File: src/rtl/cdb_arbiter.sv
// Common data bus arbiter: three 1-entry holds, round-robin grant, registered CDB.
// Build option: CDB_ALU_PRIO_EN gives the ALU hold absolute priority over LOAD/STORE.
module cdb_arbiter #(
    parameter int RB_W = 4,
    parameter int XLEN = 32
) (
    input  logic            clk,
    input  logic            rst,
    input  logic            rdy,
    input  logic            flush,
    input  logic            alu_valid,
    input  logic [XLEN-1:0] alu_val,
    input  logic [RB_W-1:0] alu_reorder,
    input  logic [XLEN-1:0] alu_targetPC,
    output logic            alu_ready,
    input  logic            ld_valid,
    input  logic [XLEN-1:0] ld_val,
    input  logic [RB_W-1:0] ld_reorder,
    output logic            ld_ready,
    input  logic            st_valid,
    input  logic [RB_W-1:0] st_reorder,
    output logic            st_ready,
    output logic            cdb_valid,
    output logic [1:0]      cdb_src,
    output logic [XLEN-1:0] cdb_val,
    output logic [RB_W-1:0] cdb_reorder,
    output logic [XLEN-1:0] cdb_targetPC
);

    typedef struct packed {
        logic [XLEN-1:0] val;
        logic [RB_W-1:0] tag;
        logic [XLEN-1:0] pc;
    } slot_t;

    slot_t      hold [3];
    slot_t      incoming [3];
    slot_t      win_slot;
    logic [2:0] full;
    logic [2:0] offer;
    logic [2:0] ready;
    logic [2:0] grant;
    logic [1:0] rr;
    logic [1:0] win;
    logic [1:0] next_rr;
    logic       win_ok;

    function automatic logic [1:0] inc3(input logic [1:0] v);
        return (v == 2'd2) ? 2'd0 : v + 2'd1;
    endfunction

    always_comb begin
        incoming[0] = {alu_val, alu_reorder, alu_targetPC};
        incoming[1] = {ld_val, ld_reorder, {XLEN{1'b0}}};
        incoming[2] = {{XLEN{1'b0}}, st_reorder, {XLEN{1'b0}}};
    end

    assign offer = {st_valid, ld_valid, alu_valid};

`ifdef CDB_ALU_PRIO_EN
    logic [1:0] c0;
    logic [1:0] c1;

    // LOAD/STORE pointer lives in {1,2}; an rr of 0 starts the scan at LOAD.
    always_comb begin
        win    = 2'd0;
        win_ok = 1'b0;
        c0     = (rr == 2'd2) ? 2'd2 : 2'd1;
        c1     = (c0 == 2'd2) ? 2'd1 : 2'd2;
        if (full[0]) begin
            win    = 2'd0;
            win_ok = 1'b1;
        end else if (full[c0]) begin
            win    = c0;
            win_ok = 1'b1;
        end else if (full[c1]) begin
            win    = c1;
            win_ok = 1'b1;
        end
        next_rr = (win == 2'd0) ? rr : inc3(win);
    end
`else
    logic [1:0] c0;
    logic [1:0] c1;
    logic [1:0] c2;

    always_comb begin
        win    = 2'd0;
        win_ok = 1'b0;
        c0     = rr;
        c1     = inc3(c0);
        c2     = inc3(c1);
        if (full[c0]) begin
            win    = c0;
            win_ok = 1'b1;
        end else if (full[c1]) begin
            win    = c1;
            win_ok = 1'b1;
        end else if (full[c2]) begin
            win    = c2;
            win_ok = 1'b1;
        end
        next_rr = inc3(win);
    end
`endif

    always_comb begin
        case (win)
            2'd0:    win_slot = hold[0];
            2'd1:    win_slot = hold[1];
            default: win_slot = hold[2];
        endcase
    end

    assign grant = win_ok ? (3'b001 << win) : 3'b000;
    // A granted hold drains this edge, so it may take a new entry at once.
    assign ready = {3{rdy && !flush}} & (~full | grant);

    assign alu_ready = ready[0];
    assign ld_ready  = ready[1];
    assign st_ready  = ready[2];

    always_ff @(posedge clk or negedge rst) begin
        if (!rst) begin
            full         <= 3'b000;
            rr           <= 2'd0;
            cdb_valid    <= 1'b0;
            cdb_src      <= 2'd0;
            cdb_val      <= '0;
            cdb_reorder  <= '0;
            cdb_targetPC <= '0;
            for (int i = 0; i < 3; i++) begin
                hold[i] <= '0;
            end
        end else if (flush) begin
            full      <= 3'b000;
            cdb_valid <= 1'b0;
        end else if (rdy) begin
            for (int i = 0; i < 3; i++) begin
                if (offer[i] && ready[i]) begin
                    full[i] <= 1'b1;
                    hold[i] <= incoming[i];
                end else if (grant[i]) begin
                    full[i] <= 1'b0;
                end
            end
            cdb_valid <= win_ok;
            if (win_ok) begin
                cdb_src      <= win;
                cdb_val      <= win_slot.val;
                cdb_reorder  <= win_slot.tag;
                cdb_targetPC <= win_slot.pc;
                rr           <= next_rr;
            end
        end
    end

endmodule

File: config.mk
export PLATFORM = sky130hd
export DESIGN_NAME = cdb_arbiter
export DESIGN_NICKNAME = d
export VERILOG_FILES = /design/src/rtl/cdb_arbiter.sv
export SDC_FILE = /design/constraint.sdc
export NUM_CORES = 1
export LEC_CHECK = 0
export ABC_AREA = 1
export CAP_MARGIN = 20
export CORE_MARGIN = 4
export CORE_UTILIZATION = 51
export DETAILED_ROUTE_END_ITERATION = 8
export PLACE_DENSITY = 0.89
export SETUP_SLACK_MARGIN = 0.2
export SYNTH_ARGS = -nofsm -noshare
export SYNTH_HDL_FRONTEND = slang
export SYNTH_SLANG_ARGS = --single-unit
File: constraint.sdc
create_clock -name clk -period 4.1 [get_ports clk]
set_input_delay 0.82 -clock clk [delete_from_list [all_inputs] [get_ports clk]]
set_output_delay 0.82 -clock clk [all_outputs]
set_load 0.02 [all_outputs]
==> metrics.md, run 1 <==
| Metric | Value |
|---|---|
| Fmax achieved | `0.288 GHz` |
| Amount of wire on met3 after detailed routing | `1800 um` |
| Post-synthesis sequential element count | `184` |
| Number of cell rows | `44` |
| Critical path class | `in -> out` |
| Number of nets in the layout | `1155` |
| Clock Sinks | `184` |
| Worst path arrival time | `2.65 ns` |
| Post-route clock skew | `0.0102 ns` |
| Number of nets produced by synthesis | `983` |
| Resized Gates After CTS | `0` |
| Peak ir drop on the vdd network | `0.475 mV` |
| Worst Setup SP | `rdy` |
| Met2 WL | `9700 um` |
| Overall Power | `7.03 mW` |
| Leakage dissipation | `5.07 nW` |
| Min Clock Period, post-route | `3.47 ns` |
| Clock transition at the registers of the reported paths | `0.06 ns` |
| Average instance area after synthesis | `8.63 um2` |
| Number of hold violations in the final report | `0` |
| Required time of the critical path | `3.28 ns` |
| Count of buffers from port buffering | `188` |
| Post-CTS Hold Buffers | `0` |
| Routed met1 length | `7830 um` |
| Number of routed nets with antenna violations | `0` |
| Residual overflow from global routing | `0` |
| Type of the tightest min-delay check | `reg -> reg` |
| Launching element type of the critical path | `input port` |
| Number of global-route vias before repair | `6461` |
| Placer congestion estimate | `0.846` |
| Pre-CTS setup slack | `0.646 ns` |
| Pin count of the biggest net entering global routing | `113` |
| Source-to-sink clock delay at the later pin of the worst-skew pair | `0.42 ns` |
| Wire length of the first global-routing pass | `31900 um` |
| Vertical die dimension | `129 um` |
| Sum of negative setup slack | `0 ns` |
| Hold Slack | `0.468 ns` |
| Biggest fanout along the worst timing path | `5` |
| Sequential cell area fraction in the yosys report | `61.5%` |
| Leading cell types in the layout, fill and taps excluded | `397 x nand2_1, 186 x clkdlybuf4s50_1, 184 x dfrtp_1` |
| Setup repair after global routing missed its margin | `false` |
| Fraction of layout instances using a drive strength above 1 | `5.41%` |
| Std-Cell Core Area | `0.0145 mm2` |
| Drt via density | `5.19` |
| # DRC | `0` |
| Number of antenna violations at the first check in global routing | `2` |
| Vias after detailed routing | `6415` |
| First-pass iteration count of the detailed router | `7` |
| Final setup slack of the worst path | `0.628 ns` |
| Routed WL | `19500 um` |
| R2R Path End | `hold[177]` |
| Number of setup violations in the final report | `0` |
| Max-cap violations | `0` |
| Portion of the clock cycle consumed by the worst path in the final layout | `84.7%` |
| Area share of the leading cell type in the synthesized netlist | `61.5%` |
| Pwr per Cell Area | `699 mW/mm2` |
| GRT Total Usage | `24.2%` |
| Clock H-tree levels | `4` |
| Count of filler cells inserted in the layout | `1056` |
| Kind of end point of the critical path | `output port` |
| Detailed router's first-iteration violation count | `504` |
| Summed instance area of the synthesized netlist | `0.00749 mm2` |
| Area of the die | `0.0167 mm2` |
| Total count of max-transition violations in the final report | `0` |
| Number of different library cells in the post-synthesis netlist | `20` |
| Boundary pin count | `189` |
| Number of warnings issued by yosys | `0` |
| Area contributors post-synth | `dfrtp_1 61%, nand2_1 20%, nand3_1 7.6%, o21ai_0 3.1%, inv_1 2.6%` |
| Num CTS Buffers | `17` |
| Horizontal die dimension | `129 um` |
| Most common cell after layout, fill and taps aside | `nand2_1` |
| Reg2Reg Launch Point | `full[2]` |
| Status | `finished, final reports clean` |
| Post-detail-place hpwl | `12300 um` |
| Drt wl/cell | `15.8 um` |
| Gate count of the mapped netlist | `868` |
| Uppermost layer routed | `met5` |
| Worst reg-to-reg setup slack | `1.68 ns` |
| Clock tree from TritonCTS | `yes` |
| Library cell with the largest summed area after synthesis | `dfrtp_1` |
| Area added between synthesis and finish | `34.3%` |
| Worst-case clock buffer depth | `2` |
| Capture point of the worst path | `alu_ready` |
| Least-Margin Pin Slew | `0.898 ns` |
| Post-CTS Setup Bufs | `0` |
| Clock tree root driver cell | `clkbuf_16` |
| Cell depth of the worst flop-to-flop path | `9` |
| Initial standard-cell utilization of the core | `51.7%` |
| Slew HR | `40.1%` |
| Number of diodes added for antenna fixing | `0` |
-- kinds of logic after synthesis --
| group | Yosys count | synth area share [%] |
|---|---|---|
| buffers and inverters | 102 | 5.83 |
| and+or+nand+nor | 527 | 28.8 |
| DFF | 184 | 61.5 |
| AOI/OAI and AO/OA | 55 | 3.84 |
-- sequential cells by signal, summed over array words and instances, names as in the netlist --
name,count
c0,2
cdb_targetPC,32
cdb_src,2
cdb_val,32
cdb_reorder,4
cdb_valid,1
full,3
hold,108
-- per-stage QoR --
step / util, % / std cells / instance area [um2]
floorplan: - / 868 / 7490
global placement: 65.5 / 1205 / 9490
detailed placement: 65.5 / 1205 / 9490
CTS: 69.4 / 1237 / 10100
global route: 69.4 / 1237 / 10100
finish: 69.4 / 1237 / 10100
-- worst max-delay path: stages --
cell and delay [ns]:
clkdlybuf4s50_1 0.51, inv_1 0.07, nor2_1 0.23, buf_4 0.20, nand2_1 0.09, nand2_4 0.12
clkdlybuf4s50_1 0.61
-- worst min-delay path by stage --
| stage | from | to | slack (ns) | depth (start not counted) |
|---|---|---|---|---|
| 2_1_floorplan | hold[169] | hold[169] | 0.44 | 2 |
| 3_5_place_dp | hold[150] | cdb_targetPC[14] | 0.45 | 2 |
| 6_report | hold[138] | cdb_targetPC[2] | 0.47 | 2 |
| 3_3_place_gp | hold[144] | cdb_targetPC[8] | 0.45 | 2 |
| 4_1_cts | hold[150] | cdb_targetPC[14] | 0.47 | 2 |
| 5_1_grt | hold[146] | cdb_targetPC[10] | 0.49 | 2 |
-- layout make-up --
type | count | area [um2] | area share (%)
Inverter | 56 | 213 | 2.12
Sequential cell | 184 | 4600 | 45.8
Clock buffer | 20 | 447 | 4.44
Clock inverter | 12 | 118 | 1.17
Multi-Input combinational cell | 582 | 2450 | 24.4
Tap cell | 184 | 230 | 2.29
Timing Repair Buffer | 199 | 1990 | 19.8
-- power breakdown --
group	total, mW	switching (mW)	internal (mW)	leakage (nW)
Sequential	3.00	0.435	2.56	2.33
Combinational	2.47	1.41	1.05	2.48
Clock	1.56	0.702	0.860	0.264
Total	7.03	2.55	4.48	5.07
-- cells in the mapped netlist --
cell	n
o211ai_1	2
o21ai_0	47
inv_2	3
or2_2	2
dfrtp_1	184
inv_4	1
inv_1	52
o2111ai_1	2
nand2_4	3
buf_4	3
nand2_1	397
a21oi_1	4
buf_2	25
nand3_1	113
nor2_1	9
nor2_4	1
buf_6	1
clkbuf_2	1
clkbuf_1	16
nand2_2	2
-- metal layers --
| metal | GRT usage [%] | vias up |
|---|---|---|
| met4 | 7.47 | 2 |
| met3 | 7.17 | 21 |
| met2 | 40.5 | 287 |
| met1 | 30.7 | 3046 |
| li1 | - | 3059 |
| met5 | 0 | - |
Power figures use the tool's default switching activity.
==> run 2, diff against run 1 <==
--- a/config.mk
+++ b/config.mk
@@ -8,9 +8,9 @@
 export ABC_AREA = 1
 export CAP_MARGIN = 20
 export CORE_MARGIN = 4
-export CORE_UTILIZATION = 51
+export CORE_UTILIZATION = 44
 export DETAILED_ROUTE_END_ITERATION = 8
-export PLACE_DENSITY = 0.89
+export PLACE_DENSITY = 0.82
 export SETUP_SLACK_MARGIN = 0.2
 export SYNTH_ARGS = -nofsm -noshare
 export SYNTH_HDL_FRONTEND = slang
==> constraint.sdc (replaced) <==
create_clock -name clk -period 3.1 [get_ports clk]
set_input_delay 0.62 -clock clk [delete_from_list [all_inputs] [get_ports clk]]
set_output_delay 0.62 -clock clk [all_outputs]
set_load 0.02 [all_outputs]
==> run 2 against run 1 <==
- non-clock buffer count increased by 7
- largest cell class unchanged
- sequential power increased by 32%
- total power increased by 39%
- sequential share of layout area decreased by 1.1 points
- register-to-register slack got worse by 1.1 ns
- combinational power increased by 33%
==> metrics.md, run 2 (synthesis gave the netlist of run 1 again) <==
| Metric | Value |
|---|---|
| Status | `finished, final reports clean` |
| Worst reg-to-reg setup slack | `0.62 ns` |
| Vias after detailed routing | `6368` |
| Std-Cell Core Area | `0.0166 mm2` |
| Kind of end point of the critical path | `output port` |
| Number of antenna violations at the first check in global routing | `1` |
| Slowest library cell on the worst path | `dfrtp_1` |
| Reg2Reg Launch Point | `c0[1]` |
| Horizontal die dimension | `138 um` |
| Clock Sinks | `184` |
| Fmax achieved | `0.365 GHz` |
| Source-to-sink clock delay at the later pin of the worst-skew pair | `0.43 ns` |
| Pin count of the biggest net entering global routing | `85` |
| Min Clock Period, post-route | `2.74 ns` |
| Register with the most flip-flops | `hold` |
| Pre-CTS setup slack | `0.0392 ns` |
| # DRC | `0` |
| Leading cell types in the layout, fill and taps excluded | `395 x nand2_1, 184 x dfrtp_1, 183 x clkdlybuf4s50_1` |
| Placed cell area | `0.00960 mm2` |
| Final setup slack of the worst path | `0.362 ns` |
| Number of routed nets with antenna violations | `0` |
| Critical path class | `reg -> out` |
| Regs by FF count | `hold (108), cdb_targetPC (32), cdb_val (32)` |
| Cell depth of the worst flop-to-flop path | `13` |
| Worst path arrival time | `2.12 ns` |
| Area added between synthesis and finish | `37.5%` |
| Drt wl/cell | `15.4 um` |
| Maximum single-stage delay on the critical path | `0.45 ns` |
| Vertical die dimension | `138 um` |
| Max-cap violations | `0` |
| Post-detail-place hpwl | `13300 um` |
| Sum of negative setup slack | `0 ns` |
| Number of setup violations in the final report | `0` |
| Detailed router's first-iteration violation count | `427` |
| Worst Setup SP | `c0[1]` |
| Type of the tightest min-delay check | `in -> async` |
| Setup repair after global routing missed its margin | `false` |
| Overall Power | `9.74 mW` |
| Routed WL | `19700 um` |
| Number of flip-flops under the largest register name | `108` |
| Post-route standard cell area excluding fillers | `0.0103 mm2` |
| Number of global-route vias before repair | `6546` |
| Number of diodes added for antenna fixing | `0` |
| Wire length of the first global-routing pass | `32800 um` |
| Count of filler cells inserted in the layout | `1417` |
| GRT Total Usage | `20.9%` |
| Portion of the clock cycle consumed by the worst path in the final layout | `88.3%` |
| Slew HR | `44.6%` |
| Pwr per Cell Area | `946 mW/mm2` |
| Fraction of layout instances using a drive strength above 1 | `6.42%` |
| Most common cell after layout, fill and taps aside | `nand2_1` |
| Number of nets in the layout | `1162` |
| Count of buffers from port buffering | `188` |
| Num CTS Buffers | `17` |
| Peak ir drop on the vdd network | `0.479 mV` |
| R2R Path End | `hold[188]` |
| Post-route clock skew | `0.00673 ns` |
| Placer congestion estimate | `0.766` |
| Chain of cells forming the critical path | `nor2_1 > nand2_1 > nand3_1 > nor2_1 > nand2_2 > nand2_4 > inv_4 > nand2_2 > nand2_4 > clkdlybuf4s15_1` |
| Capture point of the worst path | `alu_ready` |
| Clock H-tree levels | `4` |
| Launching element type of the critical path | `flop` |
| Total count of max-transition violations in the final report | `0` |
| Worst-case clock buffer depth | `2` |
| Required time of the critical path | `2.48 ns` |
| Drt via density | `4.98` |
| Number of hold violations in the final report | `0` |
| Share of the core filled with cells | `61.9%` |
| Number of cell rows | `47` |
| Post-CTS Setup Bufs | `0` |
| Clock transition at the registers of the reported paths | `0.07 ns` |
| Leakage dissipation | `5.20 nW` |
| Boundary pin count | `189` |
| First-pass iteration count of the detailed router | `5` |
| Clock tree from TritonCTS | `yes` |
| Area of the die | `0.0192 mm2` |
| Biggest fanout along the worst timing path | `6` |
| Initial standard-cell utilization of the core | `45.0%` |
| Clock tree root driver cell | `clkbuf_16` |
| Residual overflow from global routing | `0` |
| Least-Margin Pin Slew | `0.830 ns` |
## run 2: cell types whose count changed in the layout (fill, tap and decap cells not counted), sizes merged, moves of 2 or more
cell / before / now
bufinv: 1 / 6
buf: 12 / 19
dlymetal6s2s: 0 / 2
clkinvlp: 4 / 0
clkdlybuf4s50: 186 / 183
## run 2: how the worst min path moves through the flow
stage | startpoint | endpoint | slack [ns]
after floorplan | rst | c0[0] | 0.32
after global placement | hold[158] | cdb_targetPC[22] | 0.45
after detailed placement | hold[162] | cdb_targetPC[26] | 0.45
after CTS | rst | hold[167] | 0.26
after global routing | rst | hold[167] | 0.28
final | rst | hold[167] | 0.24
## run 2: critical path: cells and delay by family (launching register included)
family / cells / cell delay [ns]
AND/OR/NAND/NOR: 8 / 0.82
flip-flops: 1 / 0.45
buffers and inverters: 2 / 0.42
## run 2: per-stage QoR
step | hold slack [ns] | std cells
after floorplan | 0.324 | 868
after global placement | 0.450 | 1248
after detailed placement | 0.452 | 1248
after CTS | 0.257 | 1280
after global routing | 0.284 | 1280
final | 0.239 | 1280
## run 2: area by class of cell
cell class / count / area (um2) / share of cell area [%]
sequential: 184 / 4600 / 44.7
multi-input combinational: 582 / 2460 / 23.9
timing repair buffer: 206 / 2060 / 20.0
clock buffer: 19 / 443 / 4.30
tap: 220 / 275 / 2.67
clock inverter: 13 / 241 / 2.35
inverter: 56 / 213 / 2.07
## run 2: timing repair
item                                    4_1_cts  5_1_grt
endpoints found under the setup margin        3        3
endpoints found under the hold margin         0        0
pin swaps                                     0        0
resized for setup                             4        3
hold buffers                                  0        0
## run 2: metal layers
| metal | part of all wire, % | vias up | global-route usage [%] | wire length (um) |
|---|---|---|---|---|
| li1 | - | 3066 | - | - |
| met2 | 49 | 237 | 35.0 | 9580 |
| met4 | 1.2 | 2 | 5.15 | 231 |
| met5 | 0.061 | - | 0 | 12 |
| met3 | 7.8 | 19 | 5.87 | 1530 |
| met1 | 42 | 3044 | 27.1 | 8380 |
## run 2: where the power goes
part	switching, mW	internal [mW]
sequential	0.577	3.39
clock	0.944	1.55
combinational	1.87	1.41
total	3.39	6.35
